`src/rtl/uart_pkg.sv`:
```
// Shared constants, FSM encodings and frame-size helper for the UART transceiver.
package uart_pkg;

  localparam int PARITY_NONE = 0;
  localparam int PARITY_EVEN = 1;
  localparam int PARITY_ODD  = 2;

  typedef enum logic {
    TX_IDLE,
    TX_SHIFT
  } tx_state_e;

  typedef enum logic [2:0] {
    RX_IDLE,
    RX_START,
    RX_DATA,
    RX_PARITY,
    RX_STOP,
    RX_WAIT_HIGH
  } rx_state_e;

  function automatic int frame_bits(input int dw, input int pm, input int sb);
    return 1 + dw + ((pm != PARITY_NONE) ? 1 : 0) + sb;
  endfunction

endpackage

```
`src/rtl/uart_baud_tick.sv`:
```
// Restartable baud prescaler: counts 0..div and ticks on the terminal count.
// The divisor is latched on restart so a mid-frame change cannot disturb timing.
module uart_baud_tick
  import uart_pkg::*;
#(
  parameter int DIV_WIDTH = 16
) (
  input  logic                 clk,
  input  logic                 reset,
  input  logic                 restart_i,
  input  logic [DIV_WIDTH-1:0] div_i,
  output logic                 tick_o
);

  logic [DIV_WIDTH-1:0] cnt_q, cnt_d;
  logic [DIV_WIDTH-1:0] div_q, div_d;

  always_comb begin
    div_d = div_q;
    cnt_d = cnt_q + 1'b1;
    if (restart_i) begin
      div_d = div_i;
      cnt_d = '0;
    end else if (cnt_q == div_q) begin
      cnt_d = '0;
    end
  end

  always_ff @(posedge clk or posedge reset) begin
    if (reset) begin
      cnt_q <= '0;
      div_q <= '0;
    end else begin
      cnt_q <= cnt_d;
      div_q <= div_d;
    end
  end

  // Not gated by restart: the Tx back-to-back accept depends on this tick.
  assign tick_o = (cnt_q == div_q);

endmodule

```
`src/rtl/uart_xcvr.sv`:
```
// Full-duplex UART: PISO transmitter plus oversampling receiver with glitch
// rejection, framing/break detection and internal loopback.
module uart_xcvr
  import uart_pkg::*;
#(
  parameter int DATA_WIDTH  = 8,
  parameter int PARITY_MODE = 1,
  parameter int STOP_BITS   = 1,
  parameter int OVERSAMPLE  = 8,
  parameter int DIV_WIDTH   = 16,
  parameter int SYNC_STAGES = 3
) (
  input  logic                  clk,
  input  logic                  reset,
  input  logic [DIV_WIDTH-1:0]  baud_div,
  input  logic                  loopback,
  input  logic                  enable,
  input  logic [DATA_WIDTH-1:0] i_data,
  output logic                  o_busy,
  output logic                  serial_out,
  input  logic                  serial_in,
  output logic [DATA_WIDTH-1:0] received_data,
  output logic                  data_is_valid,
  output logic                  rx_error,
  output logic                  framing_error,
  output logic                  break_detect
);

  localparam int FRAME_BITS = frame_bits(DATA_WIDTH, PARITY_MODE, STOP_BITS);
  localparam int OS_W  = $clog2(OVERSAMPLE);
  localparam int BC_W  = $clog2(FRAME_BITS);
  localparam int RXC_W = $clog2(DATA_WIDTH);
  localparam logic [OS_W-1:0]  OS_LAST = OS_W'(OVERSAMPLE - 1);
  localparam logic [OS_W-1:0]  OS_HALF = OS_W'(OVERSAMPLE / 2 - 1);
  localparam logic [BC_W-1:0]  TX_LAST = BC_W'(FRAME_BITS - 1);
  localparam logic [RXC_W-1:0] RX_LAST = RXC_W'(DATA_WIDTH - 1);

  // ---------------- Transmitter ----------------
  tx_state_e             tx_state_q, tx_state_d;
  logic [FRAME_BITS-1:0] tx_frame, tx_sh_q;
  logic [OS_W-1:0]       tx_os_q;
  logic [BC_W-1:0]       tx_bit_q;
  logic                  serial_out_q;
  logic                  tx_tick, tx_accept, tx_shift, tx_bit_end;

  always_comb begin
    tx_frame    = '1;
    tx_frame[0] = 1'b0;
    tx_frame[DATA_WIDTH:1] = i_data;
    if (PARITY_MODE != PARITY_NONE)
      tx_frame[DATA_WIDTH+1] = (PARITY_MODE == PARITY_EVEN) ? ^i_data : ~^i_data;
  end

  uart_baud_tick #(.DIV_WIDTH(DIV_WIDTH)) u_tx_baud (
    .clk       (clk),
    .reset     (reset),
    .restart_i (tx_accept),
    .div_i     (baud_div),
    .tick_o    (tx_tick)
  );

  always_comb begin
    tx_state_d = tx_state_q;
    tx_accept  = 1'b0;
    tx_shift   = 1'b0;
    tx_bit_end = tx_tick && (tx_os_q == OS_LAST);
    case (tx_state_q)
      TX_IDLE: begin
        if (enable) begin
          tx_accept  = 1'b1;
          tx_state_d = TX_SHIFT;
        end
      end
      TX_SHIFT: begin
        if (tx_bit_end) begin
          if (tx_bit_q == TX_LAST) begin
            if (enable) tx_accept  = 1'b1;
            else        tx_state_d = TX_IDLE;
          end else begin
            tx_shift = 1'b1;
          end
        end
      end
      default: tx_state_d = TX_IDLE;
    endcase
  end

  always_ff @(posedge clk or posedge reset) begin
    if (reset) begin
      tx_state_q   <= TX_IDLE;
      tx_sh_q      <= '1;
      tx_os_q      <= '0;
      tx_bit_q     <= '0;
      serial_out_q <= 1'b1;
    end else begin
      tx_state_q <= tx_state_d;
      if (tx_accept) begin
        // Start bit goes straight to the line; the rest waits in the shifter.
        tx_sh_q      <= tx_frame >> 1;
        serial_out_q <= 1'b0;
        tx_bit_q     <= '0;
        tx_os_q      <= '0;
      end else begin
        if (tx_state_q == TX_SHIFT && tx_tick)
          tx_os_q <= tx_bit_end ? '0 : tx_os_q + 1'b1;
        if (tx_shift) begin
          serial_out_q <= tx_sh_q[0];
          tx_sh_q      <= {1'b1, tx_sh_q[FRAME_BITS-1:1]};
          tx_bit_q     <= tx_bit_q + 1'b1;
        end else if (tx_state_d == TX_IDLE) begin
          serial_out_q <= 1'b1;
        end
      end
    end
  end

  assign serial_out = serial_out_q;
  assign o_busy     = (tx_state_q == TX_SHIFT);

  // ---------------- Receiver ----------------
  rx_state_e             rx_state_q, rx_state_d;
  logic [SYNC_STAGES-1:0] rx_sync_q;
  logic                  rx_pin, rx_sync, rx_prev_q, rx_fall;
  logic                  rx_tick, rx_restart, rx_mid, rx_report;
  logic [OS_W-1:0]       rx_os_q;
  logic [RXC_W-1:0]      rx_bit_q;
  logic [DATA_WIDTH-1:0] rx_sh_q, rx_data_q;
  logic                  rx_par_q, rx_any_one_q, rx_par_exp;
  logic                  dv_q, perr_q, ferr_q, brk_q;

  assign rx_pin  = loopback ? serial_out_q : serial_in;
  assign rx_sync = rx_sync_q[SYNC_STAGES-1];
  assign rx_fall = rx_prev_q & ~rx_sync;
  assign rx_par_exp = (PARITY_MODE == PARITY_EVEN) ? ^rx_sh_q : ~^rx_sh_q;

  uart_baud_tick #(.DIV_WIDTH(DIV_WIDTH)) u_rx_baud (
    .clk       (clk),
    .reset     (reset),
    .restart_i (rx_restart),
    .div_i     (baud_div),
    .tick_o    (rx_tick)
  );

  always_comb begin
    rx_state_d = rx_state_q;
    rx_restart = 1'b0;
    rx_report  = 1'b0;
    // Start bit is sampled after half a bit; all later bits a full bit apart.
    rx_mid = rx_tick && (rx_os_q == ((rx_state_q == RX_START) ? OS_HALF : OS_LAST));
    case (rx_state_q)
      RX_IDLE: begin
        if (rx_fall) begin
          rx_restart = 1'b1;
          rx_state_d = RX_START;
        end
      end
      RX_START:  if (rx_mid) rx_state_d = rx_sync ? RX_IDLE : RX_DATA;
      RX_DATA: begin
        if (rx_mid && rx_bit_q == RX_LAST)
          rx_state_d = (PARITY_MODE != PARITY_NONE) ? RX_PARITY : RX_STOP;
      end
      RX_PARITY: if (rx_mid) rx_state_d = RX_STOP;
      RX_STOP: begin
        if (rx_mid) begin
          rx_report  = 1'b1;
          rx_state_d = rx_sync ? RX_IDLE : RX_WAIT_HIGH;
        end
      end
      RX_WAIT_HIGH: if (rx_sync) rx_state_d = RX_IDLE;
      default: rx_state_d = RX_IDLE;
    endcase
  end

  always_ff @(posedge clk or posedge reset) begin
    if (reset) begin
      rx_state_q   <= RX_IDLE;
      rx_sync_q    <= '1;
      rx_prev_q    <= 1'b1;
      rx_os_q      <= '0;
      rx_bit_q     <= '0;
      rx_sh_q      <= '0;
      rx_par_q     <= 1'b0;
      rx_any_one_q <= 1'b0;
      rx_data_q    <= '0;
      dv_q         <= 1'b0;
      perr_q       <= 1'b0;
      ferr_q       <= 1'b0;
      brk_q        <= 1'b0;
    end else begin
      rx_sync_q  <= {rx_sync_q[SYNC_STAGES-2:0], rx_pin};
      rx_prev_q  <= rx_sync;
      rx_state_q <= rx_state_d;
      dv_q       <= 1'b0;
      perr_q     <= 1'b0;
      ferr_q     <= 1'b0;
      brk_q      <= 1'b0;
      if (rx_restart) begin
        rx_os_q      <= '0;
        rx_bit_q     <= '0;
        rx_any_one_q <= 1'b0;
      end else if (rx_tick && rx_state_q inside {RX_START, RX_DATA, RX_PARITY, RX_STOP}) begin
        rx_os_q <= rx_mid ? '0 : rx_os_q + 1'b1;
      end
      if (rx_mid && rx_state_q == RX_DATA) begin
        rx_sh_q      <= {rx_sync, rx_sh_q[DATA_WIDTH-1:1]};
        rx_bit_q     <= rx_bit_q + 1'b1;
        rx_any_one_q <= rx_any_one_q | rx_sync;
      end
      if (rx_mid && rx_state_q == RX_PARITY) begin
        rx_par_q     <= rx_sync;
        rx_any_one_q <= rx_any_one_q | rx_sync;
      end
      if (rx_report) begin
        rx_data_q <= rx_sh_q;
        dv_q      <= 1'b1;
        perr_q    <= (PARITY_MODE != PARITY_NONE) && (rx_par_q != rx_par_exp);
        ferr_q    <= ~rx_sync;
        brk_q     <= ~rx_sync & ~rx_any_one_q;
      end
    end
  end

  assign received_data = rx_data_q;
  assign data_is_valid = dv_q;
  assign rx_error      = perr_q;
  assign framing_error = ferr_q;
  assign break_detect  = brk_q;

endmodule

```
`config.mk`:
```
export PLATFORM = sky130hd
export DESIGN_NAME = uart_xcvr
export DESIGN_NICKNAME = d
export VERILOG_FILES = /design/src/rtl/uart_pkg.sv /design/src/rtl/uart_baud_tick.sv /design/src/rtl/uart_xcvr.sv
export SDC_FILE = /design/constraint.sdc
export NUM_CORES = 1
export LEC_CHECK = 0
export ABC_AREA = 1
export CORE_MARGIN = 1.5
export CORE_UTILIZATION = 45
export DETAILED_ROUTE_END_ITERATION = 7
export SETUP_SLACK_MARGIN = 0.1
export SLEW_MARGIN = 40
export SYNTH_ARGS = -nofsm -noshare
export SYNTH_HDL_FRONTEND = slang
export SYNTH_HIERARCHICAL = 1
export SYNTH_SLANG_ARGS = --single-unit
```
`constraint.sdc`:
```
create_clock -name clk -period 6.1 [get_ports clk]
set_input_delay 1.83 -clock clk [delete_from_list [all_inputs] [get_ports clk]]
set_output_delay 1.83 -clock clk [all_outputs]
set_load 0.005 [all_outputs]
```
==> metrics.txt <==
# TYPE chip_impl_metric gauge
chip_impl_metric{name="design_area",unit="µm²"} 7450
chip_impl_info{name="synth-main-ff-cell",value="dfrtp_1"} 1
chip_impl_metric{name="synth_area",unit="µm²"} 6230
chip_impl_metric{name="max_cap_viol_count",unit=""} 0
chip_impl_metric{name="yosys.area_share.simple",unit=""} 0.285
chip_impl_metric{name="antenna_violations_before_repair",unit=""} 0
chip_impl_metric{name="antenna_cells",unit=""} 0
chip_impl_metric{name="synth-edff-count",unit=""} 0
chip_impl_metric{name="hold_violations",unit=""} 0
chip_impl_info{name="r2r_end",value="u_tx_baud/cnt_q[0]"} 1
chip_impl_metric{name="drtAntennaViolNets",unit=""} 0
chip_impl_metric{name="dp.final_hpwl",unit="mm"} 9.06
chip_impl_metric{name="drt_first_pass_iters",unit=""} 4
chip_impl_metric{name="vdd_ir_drop_max",unit="mV"} 0.206
chip_impl_metric{name="powerDensity",unit="nW/µm²"} 333
chip_impl_metric{name="timing.final.setup_violations",unit=""} 0
chip_impl_metric{name="register_area",unit="µm²"} 3000
chip_impl_metric{name="die_h",unit="µm"} 121
chip_impl_metric{name="wl",unit="mm"} 12.8
chip_impl_metric{name="worst-endpoint-required",unit="ns"} 4.27
chip_impl_info{name="rsz0062_at_grt",value="false"} 1
chip_impl_metric{name="synth_cell_type_count",unit=""} 38
chip_impl_info{name="crit_path_end",value="serial_out"} 1
chip_impl_metric{name="slew-limit-headroom",unit=""} 0.499
chip_impl_metric{name="reg2regPathDepth",unit=""} 16
chip_impl_metric{name="initial_core_util",unit=""} 0.465
chip_impl_metric{name="post-route-worst-setup-slack",unit="ns"} 2.79
chip_impl_metric{name="final.fill_count",unit=""} 1227
chip_impl_metric{name="post-route-min-period",unit="ns"} 3.31
chip_impl_metric{name="grt-ovfl-total",unit=""} 0
chip_impl_metric{name="yosys-mux-area-fraction",unit=""} 0.00181
chip_impl_info{name="yosys-top-cells-area",value="dfrtp_1 (41%), nand2_1 (16%), dfstp_2 (6.7%)"} 1
chip_impl_info{name="synth_most_common_cell",value="nand2_1"} 1
chip_impl_metric{name="synth-xor-area-share",unit=""} 0.0450
chip_impl_metric{name="critPathBufInv",unit=""} 1
chip_impl_info{name="critical-path-top-delay-family",value="flip-flops"} 1
chip_impl_info{name="timing_worst_setup_path_type",value="flop to primary output"} 1
chip_impl_info{name="timing.critical_path.cells",value="clkdlybuf4s50_1"} 1
chip_impl_info{name="critPathLaunchType",value="flop"} 1
chip_impl_info{name="hold_path.class",value="flop to flop"} 1
chip_impl_metric{name="syn-num-nets",unit=""} 823
chip_impl_info{name="worst_setup_path_end_kind",value="primary output"} 1
chip_impl_metric{name="drt-wirelength-per-cell",unit="µm"} 12.5
chip_impl_metric{name="timing.setup.tns",unit="ns"} 0
chip_impl_metric{name="crit_path_max_fanout",unit=""} 3
chip_impl_metric{name="synth_compound_gate_area_share",unit=""} 0.0789
chip_impl_metric{name="floorplan.die.width",unit="µm"} 121
chip_impl_info{name="synth_commonest_cells",value="nand2_1 (263), inv_1 (109), dfrtp_1 (103)"} 1
chip_impl_metric{name="vias",unit=""} 4881
chip_impl_metric{name="clkTransAtPathRegs",unit="ns"} 0.05
chip_impl_metric{name="final-max-slew-violation-count",unit=""} 0
chip_impl_metric{name="syn2layout_area_growth",unit="%"} 19.6
chip_impl_metric{name="gr-usage-all-layers",unit=""} 0.195
chip_impl_metric{name="worst_slew_pin_slew",unit="ns"} 0.749
chip_impl_metric{name="synth_seq_cells",unit=""} 119
chip_impl_metric{name="detail_route.vias_per_cell",unit=""} 4.76
chip_impl_metric{name="clock_latency",unit="ns"} 0.42
chip_impl_metric{name="syn_inst",unit=""} 785
chip_impl_metric{name="postPlaceCellArea",unit="µm²"} 6800
chip_impl_metric{name="first_global_vias",unit=""} 4730
chip_impl_metric{name="multi_input_comb_area",unit="µm²"} 2670
chip_impl_info{name="main_combinational_cell_family_by_area_after_synthesis",value="simple AND/OR/NAND/NOR gates"} 1
chip_impl_metric{name="max_stage_delay",unit="ns"} 0.55
chip_impl_info{name="rr_startpoint",value="u_tx_baud/cnt_q[2]"} 1
chip_impl_metric{name="clock_sink_count",unit=""} 119
chip_impl_metric{name="cts.repair.resized",unit=""} 0
chip_impl_metric{name="postCtsSetupRepairBufs",unit=""} 0
chip_impl_metric{name="path_depth",unit=""} 1
chip_impl_metric{name="htreeDepth",unit=""} 4
chip_impl_metric{name="grt_max_degree",unit=""} 56
chip_impl_metric{name="post-place-ws",unit="ns"} 2.61
chip_impl_metric{name="grt_first_pass_wirelength",unit="mm"} 22.4
chip_impl_info{name="crit_path_top_delay_cell",value="dfstp_2"} 1
chip_impl_metric{name="cts-root-to-sink-buffers",unit=""} 2
chip_impl_metric{name="buffer_ports.inserted",unit=""} 42
chip_impl_metric{name="synth_async_sr_flop_share",unit=""} 1.00
chip_impl_metric{name="hold_buffers",unit=""} 0
chip_impl_info{name="outcome",value="completed"} 1
chip_impl_metric{name="die_area",unit="µm²"} 14600
chip_impl_metric{name="register_to_register_path_setup_slack",unit="ns"} 3.49
chip_impl_metric{name="post_synth.cell_area_avg",unit="µm²"} 7.94
chip_impl_info{name="tritoncts_clock_tree",value="done"} 1
chip_impl_metric{name="yosys_warnings",unit=""} 6
chip_impl_metric{name="timing.clock.skew",unit="ns"} 0.00706
chip_impl_metric{name="utilization",unit=""} 0.556
chip_impl_metric{name="nets",unit=""} 874
chip_impl_metric{name="drive_above_1_share",unit=""} 0.121
chip_impl_metric{name="boundaryPins",unit=""} 43
chip_impl_metric{name="max_clock_freq",unit="MHz"} 302
chip_impl_metric{name="cts_buffers",unit=""} 17
chip_impl_metric{name="drc",unit=""} 0
chip_impl_metric{name="dr.first_iter.drc_count",unit=""} 289
chip_impl_metric{name="synthAdderAreaFrac",unit=""} 0.0181
chip_impl_metric{name="yosys.area.top_type_share",unit=""} 0.414
chip_impl_info{name="synth_top_area_cell",value="dfrtp_1"} 1
chip_impl_metric{name="worst-endpoint-arrival",unit="ns"} 1.48
chip_impl_metric{name="p_leak",unit="nW"} 3.67
chip_impl_info{name="clock_tree_root_driver_cell",value="clkbuf_16"} 1
chip_impl_metric{name="weighted_congestion_reported_at_the_end_of_routability_driven_placement",unit=""} 0.806
chip_impl_metric{name="share_of_the_yosys_chip_area_belonging_to_registers",unit=""} 0.481
chip_impl_info{name="critPathLaunch",value="serial_out"} 1
chip_impl_metric{name="finalCritPeriodShare",unit=""} 0.542
chip_impl_metric{name="core.rowCount",unit=""} 42
chip_impl_metric{name="fp.coreArea",unit="µm²"} 13400
==> report_power, final <==
group          switching, mW  internal, mW  leakage (nW)  total [mW]
clock network          0.347         0.765         0.327        1.11
logic                  0.257         0.156          1.90       0.413
registers             0.0790         0.881          1.45       0.960
total                  0.683          1.80          3.67        2.48
==> through the flow <==
step	total power [mW]	hold slack [ns]	cells
2_1_floorplan	1.28	0.345	785
3_3_place_gp	1.37	0.347	993
3_5_place_dp	1.39	0.348	993
4_1_cts	2.51	0.356	1025
5_1_grt	2.63	0.357	1025
6_report	2.48	0.355	1025
==> how the worst min path moves through the flow <==
stage | from | end | cells past startpoint
global placement | rx_sync_q[0] | rx_sync_q[1] | 0
global route | rx_sync_q[0] | rx_sync_q[1] | 0
floorplan | rx_sync_q[0] | rx_sync_q[1] | 0
CTS | rx_sync_q[0] | rx_sync_q[1] | 0
finish | rx_sync_q[0] | rx_sync_q[1] | 0
detailed placement | rx_sync_q[0] | rx_sync_q[1] | 0
==> layer usage <==
layer,GRT usage,share of wire,routed length (µm)
met1,0.264,0.49,6300
met2,0.302,0.46,5900
met3,0.0406,0.029,366
met4,0.0882,0.021,270
met5,0,0,0
==> cell families after synthesis <==
group | after synthesis
buffers and inverters | 133
flip-flops | 119
XOR/XNOR | 32
AND/OR/NAND/NOR | 408
AO/OA/AOI/OAI | 83
multiplexers | 1
adder cells (fa/ha/maj) | 9
==> worst register-to-register path, stage by stage (launching register included) <==
cell and delay [ns]:
dfrtp_1 0.47, inv_2 0.05, nand2_1 0.05, nand2_1 0.05, nor2_1 0.09, nand2_1 0.06
nor2_1 0.14, nand2_1 0.15, inv_1 0.14, nand2_1 0.06, nand2_1 0.12, nand3_1 0.21
inv_1 0.11, buf_4 0.36, inv_1 0.15, nand2_4 0.21, nor2_1 0.07
==> final cells by class <==
class	instances	area share
clock inverter	9	0.0228
sequential	119	0.402
clock buffer	23	0.0655
tap	176	0.0295
multi-input combinational	533	0.359
timing repair buffer	46	0.0604
inverter	119	0.0609
==> layout by cell type (no fill, tap or decap), drive strengths merged, types with 16 or more instances in the layout <==
master / instances
clkbuf: 23
clkdlybuf4s50: 42
dfrtp: 103
dfstp: 16
inv: 119
nand2: 270
nand3: 37
nor2: 74
nor3: 17
o21ai: 59
xor2: 24
==> state kept, by name, summed over array words and instances (netlist names), 3 cells and up <==
signal / count
u_rx_baud/div_q: 16
rx_state_q: 3
tx_bit_q: 4
rx_bit_q: 3
u_tx_baud/cnt_q: 16
received_data: 8
u_rx_baud/cnt_q: 16
rx_sync_q: 3
u_tx_baud/div_q: 16
rx_sh_q: 8
tx_sh_q: 11
rx_os_q: 3
tx_os_q: 3
(Power assumes the default switching activity.)
